===== config.mk =====
export PLATFORM = sky130hd
export DESIGN_NAME = id_ex_pipe
export DESIGN_NICKNAME = d
export VERILOG_FILES = /design/src/rtl/id_ex_pipe_pkg.sv /design/src/rtl/id_ex_pipe_hazard.sv /design/src/rtl/id_ex_pipe.sv
export SDC_FILE = /design/constraint.sdc
export NUM_CORES = 1
export LEC_CHECK = 0
export ABC_AREA = 1
export CORE_AREA = 2 2 139 141
export CTS_BUF_LIST = sky130_fd_sc_hd__clkbuf_4 sky130_fd_sc_hd__clkbuf_8
export CTS_CLUSTER_DIAMETER = 150
export DETAILED_ROUTE_END_ITERATION = 6
export DIE_AREA = 0 0 141 143
export PLACE_DENSITY = 0.87
export SLEW_MARGIN = 15
export SYNTH_ARGS = -nofsm -noshare
export SYNTH_HDL_FRONTEND = slang
export SYNTH_SLANG_ARGS = --single-unit

===== constraint.sdc =====
create_clock -name clk -period 4.84 [get_ports clk]
set_input_delay 1.21 -clock clk [delete_from_list [all_inputs] [get_ports clk]]
set_output_delay 1.21 -clock clk [all_outputs]
set_load 0.005 [all_outputs]

===== src/rtl/id_ex_pipe_pkg.sv =====
// Shared definitions for the ID/EX pipeline register.
//
// Contents: RegDst select encodings, control-word field layout (24 bits, MSB first:
// RegDst, NPCFrom, MemRead, MemToReg, ALUOp, ALUExtOp, MemWrite, ALUSrc1, ALUSrc2,
// RegWrite, ImmExtend, funct-derived ALU op), the all-zero bubble word, and field
// extraction helpers used by the hazard unit.
package id_ex_pipe_pkg;

  localparam int unsigned CTRLW = 24;

  // Field widths, MSB to LSB. The named fields leave 2 bits for the funct-derived
  // ALU op so the whole word stays at 24 bits.
  localparam int unsigned CTRLW_REGDST_W    = 2;
  localparam int unsigned CTRLW_NPCFROM_W   = 2;
  localparam int unsigned CTRLW_MEMTOREG_W  = 2;
  localparam int unsigned CTRLW_ALUOP_W     = 3;
  localparam int unsigned CTRLW_ALUEXTOP_W  = 5;
  localparam int unsigned CTRLW_ALUSRC1_W   = 2;
  localparam int unsigned CTRLW_ALUSRC2_W   = 2;
  localparam int unsigned CTRLW_FUNCTOP_W   = 2;

  // Field LSB offsets.
  localparam int unsigned CTRLW_REGDST_LSB    = 22;
  localparam int unsigned CTRLW_NPCFROM_LSB   = 20;
  localparam int unsigned CTRLW_MEMREAD_LSB   = 19;
  localparam int unsigned CTRLW_MEMTOREG_LSB  = 17;
  localparam int unsigned CTRLW_ALUOP_LSB     = 14;
  localparam int unsigned CTRLW_ALUEXTOP_LSB  = 9;
  localparam int unsigned CTRLW_MEMWRITE_LSB  = 8;
  localparam int unsigned CTRLW_ALUSRC1_LSB   = 6;
  localparam int unsigned CTRLW_ALUSRC2_LSB   = 4;
  localparam int unsigned CTRLW_REGWRITE_LSB  = 3;
  localparam int unsigned CTRLW_IMMEXTEND_LSB = 2;
  localparam int unsigned CTRLW_FUNCTOP_LSB   = 0;

  // RegDst encodings; the fourth code selects no destination.
  localparam logic [1:0] SEL_REGDST_RT = 2'd0;
  localparam logic [1:0] SEL_REGDST_RD = 2'd1;
  localparam logic [1:0] SEL_REGDST_RA = 2'd2;

  // A bubble clears RegWrite, MemWrite, MemRead and NPCFrom along with everything else.
  localparam logic [CTRLW-1:0] CTRL_BUBBLE = '0;

  function automatic logic [1:0] ctrl_regdst(input logic [CTRLW-1:0] c);
    return c[CTRLW_REGDST_LSB +: CTRLW_REGDST_W];
  endfunction

  function automatic logic ctrl_memread(input logic [CTRLW-1:0] c);
    return c[CTRLW_MEMREAD_LSB];
  endfunction

  function automatic logic ctrl_regwrite(input logic [CTRLW-1:0] c);
    return c[CTRLW_REGWRITE_LSB];
  endfunction

endpackage


===== src/rtl/id_ex_pipe_hazard.sv =====
// Combinational hazard unit for the ID/EX register.
//
// Ports:
//   ex_valid, ex_ctrl, ex_rt, ex_rd  : instruction currently held in EX
//   id_valid, id_rs, id_rt, id_use_* : instruction waiting in ID
//   ex_stall, flush                  : EX back-pressure and branch/jump kill
//   ex_dst                           : write-back destination of the EX instruction
//   hz_loaduse                       : load-use bubble is inserted this cycle
//   hz_stall                         : PC and IF/ID must hold this cycle
module id_ex_pipe_hazard
  import id_ex_pipe_pkg::*;
#(
  parameter int unsigned RW = 5
) (
  input  logic             ex_valid,
  input  logic [CTRLW-1:0] ex_ctrl,
  input  logic [RW-1:0]    ex_rt,
  input  logic [RW-1:0]    ex_rd,
  input  logic             id_valid,
  input  logic [RW-1:0]    id_rs,
  input  logic [RW-1:0]    id_rt,
  input  logic             id_use_rs,
  input  logic             id_use_rt,
  input  logic             ex_stall,
  input  logic             flush,
  output logic [RW-1:0]    ex_dst,
  output logic             hz_loaduse,
  output logic             hz_stall
);

  logic src_match;
  logic load_use;

  always_comb begin
    ex_dst = '0;
    case (ctrl_regdst(ex_ctrl))
      SEL_REGDST_RT: ex_dst = ex_rt;
      SEL_REGDST_RD: ex_dst = ex_rd;
      SEL_REGDST_RA: ex_dst = RW'(31);
      default:       ex_dst = '0;
    endcase
  end

  always_comb begin
    src_match  = (id_use_rs && (id_rs == ex_dst)) || (id_use_rt && (id_rt == ex_dst));
    // $0 is never a real destination, so a load into it cannot create a hazard.
    load_use   = ex_valid && ctrl_memread(ex_ctrl) && ctrl_regwrite(ex_ctrl) &&
                 (ex_dst != '0) && id_valid && src_match;
    // A flush kills the ID instruction, so neither the bubble nor the hold is needed.
    hz_loaduse = load_use && !flush;
    hz_stall   = hz_loaduse || (ex_stall && !flush);
  end

endmodule


===== src/rtl/id_ex_pipe.sv =====
// ID/EX pipeline register with load-use bubble insertion, EX hold and flush.
//
// Ports:
//   clk, rst          : clock, synchronous active-high reset
//   id_*              : decoded instruction from the ID stage
//   ex_stall          : EX/MEM cannot accept a new instruction (hold everything)
//   flush             : taken branch/jump; replace the ID instruction with a bubble
//   ex_*              : registered instruction presented to EX
//   ex_dst            : combinational write-back destination of the EX instruction
//   hz_stall          : upstream PC and IF/ID must hold this cycle
//   hz_loaduse        : a load-use bubble is being inserted this cycle
//   bubble_cnt        : present only with IDEX_BUBBLE_CNT_EN; counts bubbles that
//                       displaced a valid ID instruction
module id_ex_pipe
  import id_ex_pipe_pkg::*;
#(
  parameter int unsigned DW = 32,
  parameter int unsigned RW = 5
) (
  input  logic             clk,
  input  logic             rst,
  input  logic             id_valid,
  input  logic [CTRLW-1:0] id_ctrl,
  input  logic [DW-1:0]    id_pc4,
  input  logic [DW-1:0]    id_rs_data,
  input  logic [DW-1:0]    id_rt_data,
  input  logic [DW-1:0]    id_imm,
  input  logic [RW-1:0]    id_rs,
  input  logic [RW-1:0]    id_rt,
  input  logic [RW-1:0]    id_rd,
  input  logic [4:0]       id_shamt,
  input  logic             id_use_rs,
  input  logic             id_use_rt,
  input  logic             ex_stall,
  input  logic             flush,
  output logic             ex_valid,
  output logic [CTRLW-1:0] ex_ctrl,
  output logic [DW-1:0]    ex_pc4,
  output logic [DW-1:0]    ex_rs_data,
  output logic [DW-1:0]    ex_rt_data,
  output logic [DW-1:0]    ex_imm,
  output logic [RW-1:0]    ex_rs,
  output logic [RW-1:0]    ex_rt,
  output logic [RW-1:0]    ex_rd,
  output logic [4:0]       ex_shamt,
  output logic [RW-1:0]    ex_dst,
  output logic             hz_stall,
  output logic             hz_loaduse
`ifdef IDEX_BUBBLE_CNT_EN
  ,
  output logic [31:0]      bubble_cnt
`endif
);

  id_ex_pipe_hazard #(
    .RW (RW)
  ) u_hazard (
    .ex_valid   (ex_valid),
    .ex_ctrl    (ex_ctrl),
    .ex_rt      (ex_rt),
    .ex_rd      (ex_rd),
    .id_valid   (id_valid),
    .id_rs      (id_rs),
    .id_rt      (id_rt),
    .id_use_rs  (id_use_rs),
    .id_use_rt  (id_use_rt),
    .ex_stall   (ex_stall),
    .flush      (flush),
    .ex_dst     (ex_dst),
    .hz_loaduse (hz_loaduse),
    .hz_stall   (hz_stall)
  );

  always_ff @(posedge clk) begin
    if (rst) begin
      ex_valid   <= 1'b0;
      ex_ctrl    <= CTRL_BUBBLE;
      ex_pc4     <= '0;
      ex_rs_data <= '0;
      ex_rt_data <= '0;
      ex_imm     <= '0;
      ex_rs      <= '0;
      ex_rt      <= '0;
      ex_rd      <= '0;
      ex_shamt   <= '0;
    end else if (flush || (!ex_stall && hz_loaduse)) begin
      // Bubble: only valid and control are cleared, data fields hold.
      ex_valid <= 1'b0;
      ex_ctrl  <= CTRL_BUBBLE;
    end else if (!ex_stall) begin
      ex_valid   <= id_valid;
      ex_ctrl    <= id_valid ? id_ctrl : CTRL_BUBBLE;
      ex_pc4     <= id_pc4;
      ex_rs_data <= id_rs_data;
      ex_rt_data <= id_rt_data;
      ex_imm     <= id_imm;
      ex_rs      <= id_rs;
      ex_rt      <= id_rt;
      ex_rd      <= id_rd;
      ex_shamt   <= id_shamt;
    end
  end

`ifdef IDEX_BUBBLE_CNT_EN
  // The bubble displaces the ID instruction; count it only when that was real work.
  // hz_loaduse already implies id_valid and no flush.
  logic bubble_counted;
  assign bubble_counted = (flush && id_valid) || (!ex_stall && hz_loaduse);

  always_ff @(posedge clk) begin
    if (rst) begin
      bubble_cnt <= '0;
    end else if (bubble_counted) begin
      bubble_cnt <= bubble_cnt + 32'd1;
    end
  end
`endif

endmodule


==> summary.md, run 1 <==
| Metric | Value |
|---|---|
| Status | finished clean |
| Setup Fix Bufs, Post-CTS | 0 |
| WP data required | approximately 3600 ps |
| GRT Overall Usage | a little over a quarter |
| Clock transition at path regs | about 90 ps |
| Starting density of the core | a little under half |
| I/O Buffers | 358 |
| IO Pins | ~360 |
| R2R setup slack | roughly 1500 ps |
| Syn Std Cell Area | 8830 um2 |
| Final setup TNS | 0 ps |
| Syn Inst Count | 1431 |
| Root Driver | clkbuf_8 |
| Final wirelength | approximately 27 mm |
| Power Internal | approximately 2.4 mW |
| CTS tree | yes |
| Routability cong. | approximately 0.93 |
| Worst setup path end | hz_loaduse |
| Die Width | approximately 140 um |
| Area grow syn2layout | 44.9% |
| Worst-path fanout max | 4 |
| Syn Nets | around 1600 |
| Pin count of the biggest net entering global routing | between 100 and 150 |
| Seq/Total Area, Yosys | between 30 and 40% |
| Layout Nets | ~1900 |
| Combinational power share | about 22% |
| Die Ht | about 140 um |
| Fin. max-slew vios | 0 |
| Placement Cell Area | between 10000 and 15000 um2 |
| Worst Reg-to-Reg Cells | 15 |
| Via count | ~9300 |
| Vias per Instance | ~4.7 |
| Routed length per placed instance | approximately 14 um |
| Final instance area | approximately 13000 um2 |
| Slew @ Worst Pin | 982 ps |
| Syn Area/Cell | a little over 6 um2 |
| Initial antenna violation count | 2 |
| Yosys cell types | 19 |
| Vias in the first global route | 8680 |
| Area of the core | 18600 um2 |
| Fin Clk Skew | around 16 ps |
| Share of layout cells above drive strength 1 | under 10% |
| Commonest cells after routing, fill and taps aside | inv_1, clkdlybuf4s50_1, nand2_1 |
| Leakage | 6.75 nW |
| Sw Ratio | about 29% |
| GRT overflow | 0 |
| H-tree depth | 4 |
| DR iter-0 viols | ~600 |
| CTS buffer count | 17 |
| Final Hold Vio Count | 0 |
| Later-pin clock latency in the skew report | around 470 ps |
| Clk pwr share | a little under a third |
| Sequential share of power | around 46% |
| Drt pass-1 iters | 5 |
| Worst Setup SP | id_rt[4] |
| Worst setup path category | primary input to primary output |
| Drt drc | 0 |
| Worst path arrival time | roughly 2900 ps |
| Setup violations, final | 0 |
| Design Power | 3.36 mW |
| Post-CTS sizing | 0 |
| Clock buffer depth | 2 |
| First-pass GRT wire length | approximately 43 mm |
| Part of the cycle the worst path needs | 85.3% |
| Clock sinks | between 150 and 200 |
| Commonest non-fill, non-tap cell in the layout | inv_1 |
| Pwr Density | around 260 nW/um2 |
| Max Fclk | around 0.24 GHz |
| Max transition margin | about a third |
| RSZ-0062 raised after global routing | false |
| Final min period | between 4000 and 5000 ps |
| Hold-fix buffers, CTS | 0 |
| Worst vdd ir | 0.000202 V |
| Antenna viol nets, final | 0 |
| HP Class | flop to flop |
| Max_cap viols | 0 |
| RR Endpoint | ex_rt[2] |
| Full die area | between 20000 and 25000 um2 |
| DP Wirelength | 18.6 mm |
| Setup crit start kind | primary input |
| Flops & latches, synth | 173 |
| Crit Reg-Reg Startpoint | ex_ctrl[23] |
| Rows | 50 |
| Net Sw Power | approximately 960 uW |
| Worst setup EP type | primary output |
| Syn. warnings | 0 |
[worst max-delay path, stage by stage]
cell and delay (ps):
clkdlybuf4s50_1 490, inv_1 60, nand3_1 90, nand2_1 50, nor2_1 100, nand3_1 100
nand2_1 120, nand2_4 80, inv_1 60, clkdlybuf4s50_1 540
[cells by family (layout without fill, tap and decap cells)]
| family | Yosys count | in the layout | synth area share (%) |
|---|---|---|---|
| DFF | 173 | 173 | 39.2 |
| buffers and inverters | 542 | 857 | 24.7 |
| AOI/OAI and AO/OA | 25 | 25 | 2.10 |
| and+or+nand+nor | 691 | 691 | 33.9 |
| other | 0 | 1 | 0 |
[how the worst min path moves through the flow]
stage / start / endpoint / slack, ps / cells past startpoint
2_1_floorplan: ex_pc4[27] / ex_pc4[27] / 500 / 4
3_3_place_gp: ex_rs_data[1] / ex_rs_data[1] / 490 / 4
3_5_place_dp: ex_imm[29] / ex_imm[29] / 490 / 4
4_1_cts: ex_pc4[1] / ex_pc4[1] / 510 / 4
5_1_grt: ex_rs_data[0] / ex_rs_data[0] / 540 / 4
6_report: ex_pc4[1] / ex_pc4[1] / 510 / 4
[per-layer routing]
layer,vias to the layer above,track usage [%],wire [um]
met5,-,0,16
met4,2,14.1,1220
met3,80,9.19,2570
met2,390,43.3,12900
met1,4102,30.3,10700
li1,4736,-,-
[per-stage QoR]
stage	hold WS (ps)	utilization, %	worst slack (ps)	cells
2_1_floorplan	503	-	1560	1431
3_3_place_gp	494	66.7	697	1948
3_5_place_dp	494	66.7	715	1948
4_1_cts	510	68.8	714	1980
5_1_grt	539	68.9	639	1981
6_report	509	68.9	713	1981
[final cells by class]
cell class / instances / area [um2]
antenna: 1 / 2.50
clock buffer: 19 / 249
clock inverter: 13 / 154
fill: 1537 / 5790
inverter: 455 / 1720
multi-input combinational: 716 / 3190
sequential: 173 / 3460
tap: 234 / 293
timing repair buffer: 370 / 3720
[cell usage after synthesis]
cell,instances,area (um2)
a21oi_1,1,5.00
a22oi_1,24,180
buf_1,11,41.3
buf_2,7,35.0
buf_4,11,82.6
buf_6,13,146
clkbuf_1,45,169
clkinv_1,2,7.51
dfxtp_1,173,3460
inv_1,452,1700
inv_2,1,3.75
nand2_1,343,1290
nand2_2,1,6.26
nand3_1,12,60.1
nand3_2,1,10.0
nand4_1,148,926
nor2_1,184,691
nor2_4,1,11.3
nor3_1,1,5.00
[flip-flops by register name, indices dropped and copies added, names as in the netlist]
signal / cells
ex_pc4: 32
ex_rt_data: 32
ex_rs: 5
ex_valid: 1
ex_rt: 5
ex_rs_data: 32
ex_ctrl: 24
ex_shamt: 5
ex_rd: 5
ex_imm: 32
[power by group through the flow]
| stage | Sequential [mW] | Combinational (mW) | Clock [mW] |
|---|---|---|---|
| 2_1_floorplan | 1.60 | 0.333 | 0 |
| 3_3_place_gp | 1.59 | 0.734 | 0 |
| 3_5_place_dp | 1.59 | 0.745 | 0 |
| 4_1_cts | 1.56 | 0.752 | 1.07 |
| 5_1_grt | 1.57 | 0.833 | 1.13 |
| 6_report | 1.56 | 0.750 | 1.05 |
(Power assumes the default switching activity.)
==> run 2, diff against run 1 <==
--- a/config.mk
+++ b/config.mk
@@ -11,6 +11,7 @@
 export CTS_CLUSTER_DIAMETER = 150
 export DETAILED_ROUTE_END_ITERATION = 6
 export DIE_AREA = 0 0 141 143
+export MAX_ROUTING_LAYER = met4
 export PLACE_DENSITY = 0.87
 export SLEW_MARGIN = 15
 export SYNTH_ARGS = -nofsm -noshare
==> run 2 against run 1 <==
Against the previous run:
- combinational power about the same
- non-clock buffer count decreased by 2
- clock skew increased by 4.5 ps
- largest power group unchanged
==> summary.md, run 2 (synthesis results as in run 1) <==
| Metric | Value |
|---|---|
| Status | finished clean (unchanged) |
| Setup crit start kind | primary input (unchanged) |
| Final Hold Vio Count | 0 (unchanged) |
| Fin. max-slew vios | 0 (unchanged) |
| Rows | 50 (unchanged) |
| CTS buffer count | 17 (unchanged) |
| Sequential share of power | 45.7% (was 46.4%) |
| Area grow syn2layout | 45.0% (was 44.9%) |
| Later-pin clock latency in the skew report | 480 ps (was 470 ps) |
| Worst hold slack | 512 ps (was 509 ps) |
| Clk pwr share | 32.3% (was 31.3%) |
| IO Pins | 359 (unchanged) |
| RR Endpoint | ex_rt_data[26] (was ex_rt[2]) |
| Fin Clk Skew | 20.9 ps (was 16.4 ps) |
| Die Ht | 143 um (unchanged) |
| Worst path arrival time | 2930 ps (was 2920 ps) |
| Layout Nets | 1910 (was 1912) |
| Net Sw Power | 1.01 mW (was 964 uW) |
| Final min period | 4140 ps (was 4130 ps) |
| Slew @ Worst Pin | 1050 ps (was 982 ps) |
| Worst setup EP type | primary output (unchanged) |
| Max transition margin | 30.0% (was 34.6%) |
| Setup violations, final | 0 (unchanged) |
| DP Wirelength | 19.2 mm (was 18.6 mm) |
| Initial antenna violation count | 1 (was 2) |
| Final core occ | 68.9% (about the same) |
| Drt pass-1 iters | 6 (was 5) |
| GRT overflow | 0 (unchanged) |
| HP Class | flop to flop (unchanged) |
| Post-CTS sizing | 0 (unchanged) |
| Worst-path fanout max | 3 (was 4) |
| Worst vdd ir | 0.000172 V (was 0.000202 V) |
| Worst Hold Depth | 4 (unchanged) |
| I/O Buffers | 358 (unchanged) |
| Final setup TNS | 0 ps (unchanged) |
| Vias per Instance | 4.75 (was 4.70) |
| CTS tree | yes (unchanged) |
| Full die area | 20200 um2 (unchanged) |
| Setup Fix Bufs, Post-CTS | 0 (unchanged) |
| Routability cong. | 0.918 (was 0.931) |
| Worst setup path category | primary input to primary output (unchanged) |
| H-tree depth | 4 (unchanged) |
| Final instance area | 12800 um2 (about the same) |
| Worst Reg-to-Reg Cells | 15 (unchanged) |
| Max_cap viols | 0 (unchanged) |
| R2R setup slack | 1940 ps (was 1540 ps) |
| CP max stage cell | clkdlybuf4s50_1 (unchanged) |
| Sw Ratio | 29.5% (was 28.7%) |
| Power Internal | 2.40 mW (about the same) |
| Commonest non-fill, non-tap cell in the layout | inv_1 (unchanged) |
| # fillers | 1564 (was 1537) |
| Antenna viol nets, final | 0 (unchanged) |
| Starting density of the core | 47.5% (unchanged) |
| CP max stage delay | 540 ps (about the same) |
| Hold-fix buffers, CTS | 0 (unchanged) |
| Pin count of the biggest net entering global routing | 151 (was 149) |
| Max Fclk | 0.242 GHz (about the same) |
| Routed length per placed instance | 14.0 um (was 13.8 um) |
| GRT Overall Usage | 27.6% (was 26.4%) |
| CP bufs+invs | 4 (unchanged) |
| RSZ-0062 raised after global routing | false (unchanged) |
| Crit Reg-Reg Startpoint | ex_ctrl[22] (was ex_ctrl[23]) |
| DR iter-0 viols | 672 (was 587) |
| WP data required | 3630 ps (about the same) |
| Critical path cell sequence | clkdlybuf4s50_1, inv_1, nand3_1, nand2_1, nor2_1, nand3_1, nand2_1, nand2_4, inv_1, clkdlybuf4s50_1 (unchanged) |
| Vias in the first global route | 8705 (was 8680) |
| Via count | 9392 (was 9310) |
| Root Driver | clkbuf_8 (unchanged) |
| Drt drc | 0 (unchanged) |
| Final wirelength | 27.7 mm (was 27.3 mm) |
| Pwr Density | 267 nW/um2 (was 263 nW/um2) |
| First-pass GRT wire length | 43.2 mm (was 42.8 mm) |
| Clock buffer depth | 2 (unchanged) |
| Clock sinks | 173 (unchanged) |
| Leakage | 6.75 nW (about the same) |
| Final cell count without fillers | 1979 (was 1981) |
| Area of the core | 18600 um2 (unchanged) |
| Delay-heaviest family, CP | buffers and inverters (unchanged) |
| Die Width | 141 um (unchanged) |
| Part of the cycle the worst path needs | 85.5% (was 85.3%) |
| Combinational power share | 22.0% (was 22.3%) |
| Hold Path End | ex_imm[9] (was ex_pc4[1]) |
| Clock transition at path regs | 110 ps (was 90 ps) |
| Commonest cells after routing, fill and taps aside | inv_1, clkdlybuf4s50_1, nand2_1 (unchanged) |
| Placement Cell Area | 12400 um2 (about the same) |
| Share of layout cells above drive strength 1 | 2.81% (was 2.92%) |
| Min-delay src | ex_imm[9] (was ex_pc4[1]) |
| Placed insts | 1946 (was 1948) |
## run 2: cell types whose count changed in the layout (fill, tap and decap cells not counted), sizes merged
| cell | previous run | this run |
|---|---|---|
| clkbuf | 19 | 17 |
| buf | 12 | 10 |
| clkinvlp | 2 | 1 |
| inv | 460 | 463 |
## run 2: area by class of cell
| type | count | area [um2] | share of cell area, % |
|---|---|---|---|
| clock buffers | 17 | 234 | 1.83 |
| multi-input cells | 716 | 3190 | 25.0 |
| clock inverters | 15 | 199 | 1.55 |
| well taps | 234 | 293 | 2.29 |
| inverters | 455 | 1720 | 13.4 |
| repair buffers | 368 | 3700 | 28.9 |
| diodes | 1 | 2.50 | 0.0196 |
| flip-flops and latches | 173 | 3460 | 27.1 |
## run 2: layer usage
layer / vias to the layer above / routed length [um] / global-route usage (%) / part of all wire, %
met5: - / 0 / - / 0
met4: 0 / 1130 / 12.9 / 4.1
met3: 89 / 2290 / 7.31 / 8.2
met2: 414 / 13200 / 45.1 / 48
met1: 4155 / 11100 / 31.9 / 40
li1: 4734 / - / - / -
## run 2: worst min-delay path, stage by stage, from the launching register on
cell and delay [ps]:
dfxtp_1 320, inv_1 40, nand2_1 40, inv_1 40, nor2_1 30
## run 2: metrics by stage
stage | power, mW | setup WS [ps]
final | 3.41 | 702
after global routing | 3.59 | 609
after CTS | 3.44 | 709
after detailed placement | 2.34 | 712
after global placement | 2.32 | 713
after floorplan | 1.93 | 1560
## run 2: worst max-delay path by stage
stage / startpoint / to / slack (ps) / cells past startpoint
after floorplan: id_rt[0] / hz_stall / 1560 / 10
after global placement: id_rt[0] / hz_loaduse / 710 / 10
after detailed placement: id_rt[0] / hz_loaduse / 710 / 10
after CTS: id_rt[0] / hz_loaduse / 710 / 10
after global routing: id_rt[0] / hz_loaduse / 610 / 10
final: id_rt[0] / hz_loaduse / 700 / 10
## run 2: power by group through the flow
stage | combinational (mW) | clock, mW | sequential (mW)
after global routing | 0.831 | 1.19 | 1.57
after CTS | 0.752 | 1.13 | 1.56
after detailed placement | 0.747 | 0 | 1.59
after global placement | 0.734 | 0 | 1.59
after floorplan | 0.333 | 0 | 1.60
final | 0.750 | 1.10 | 1.56
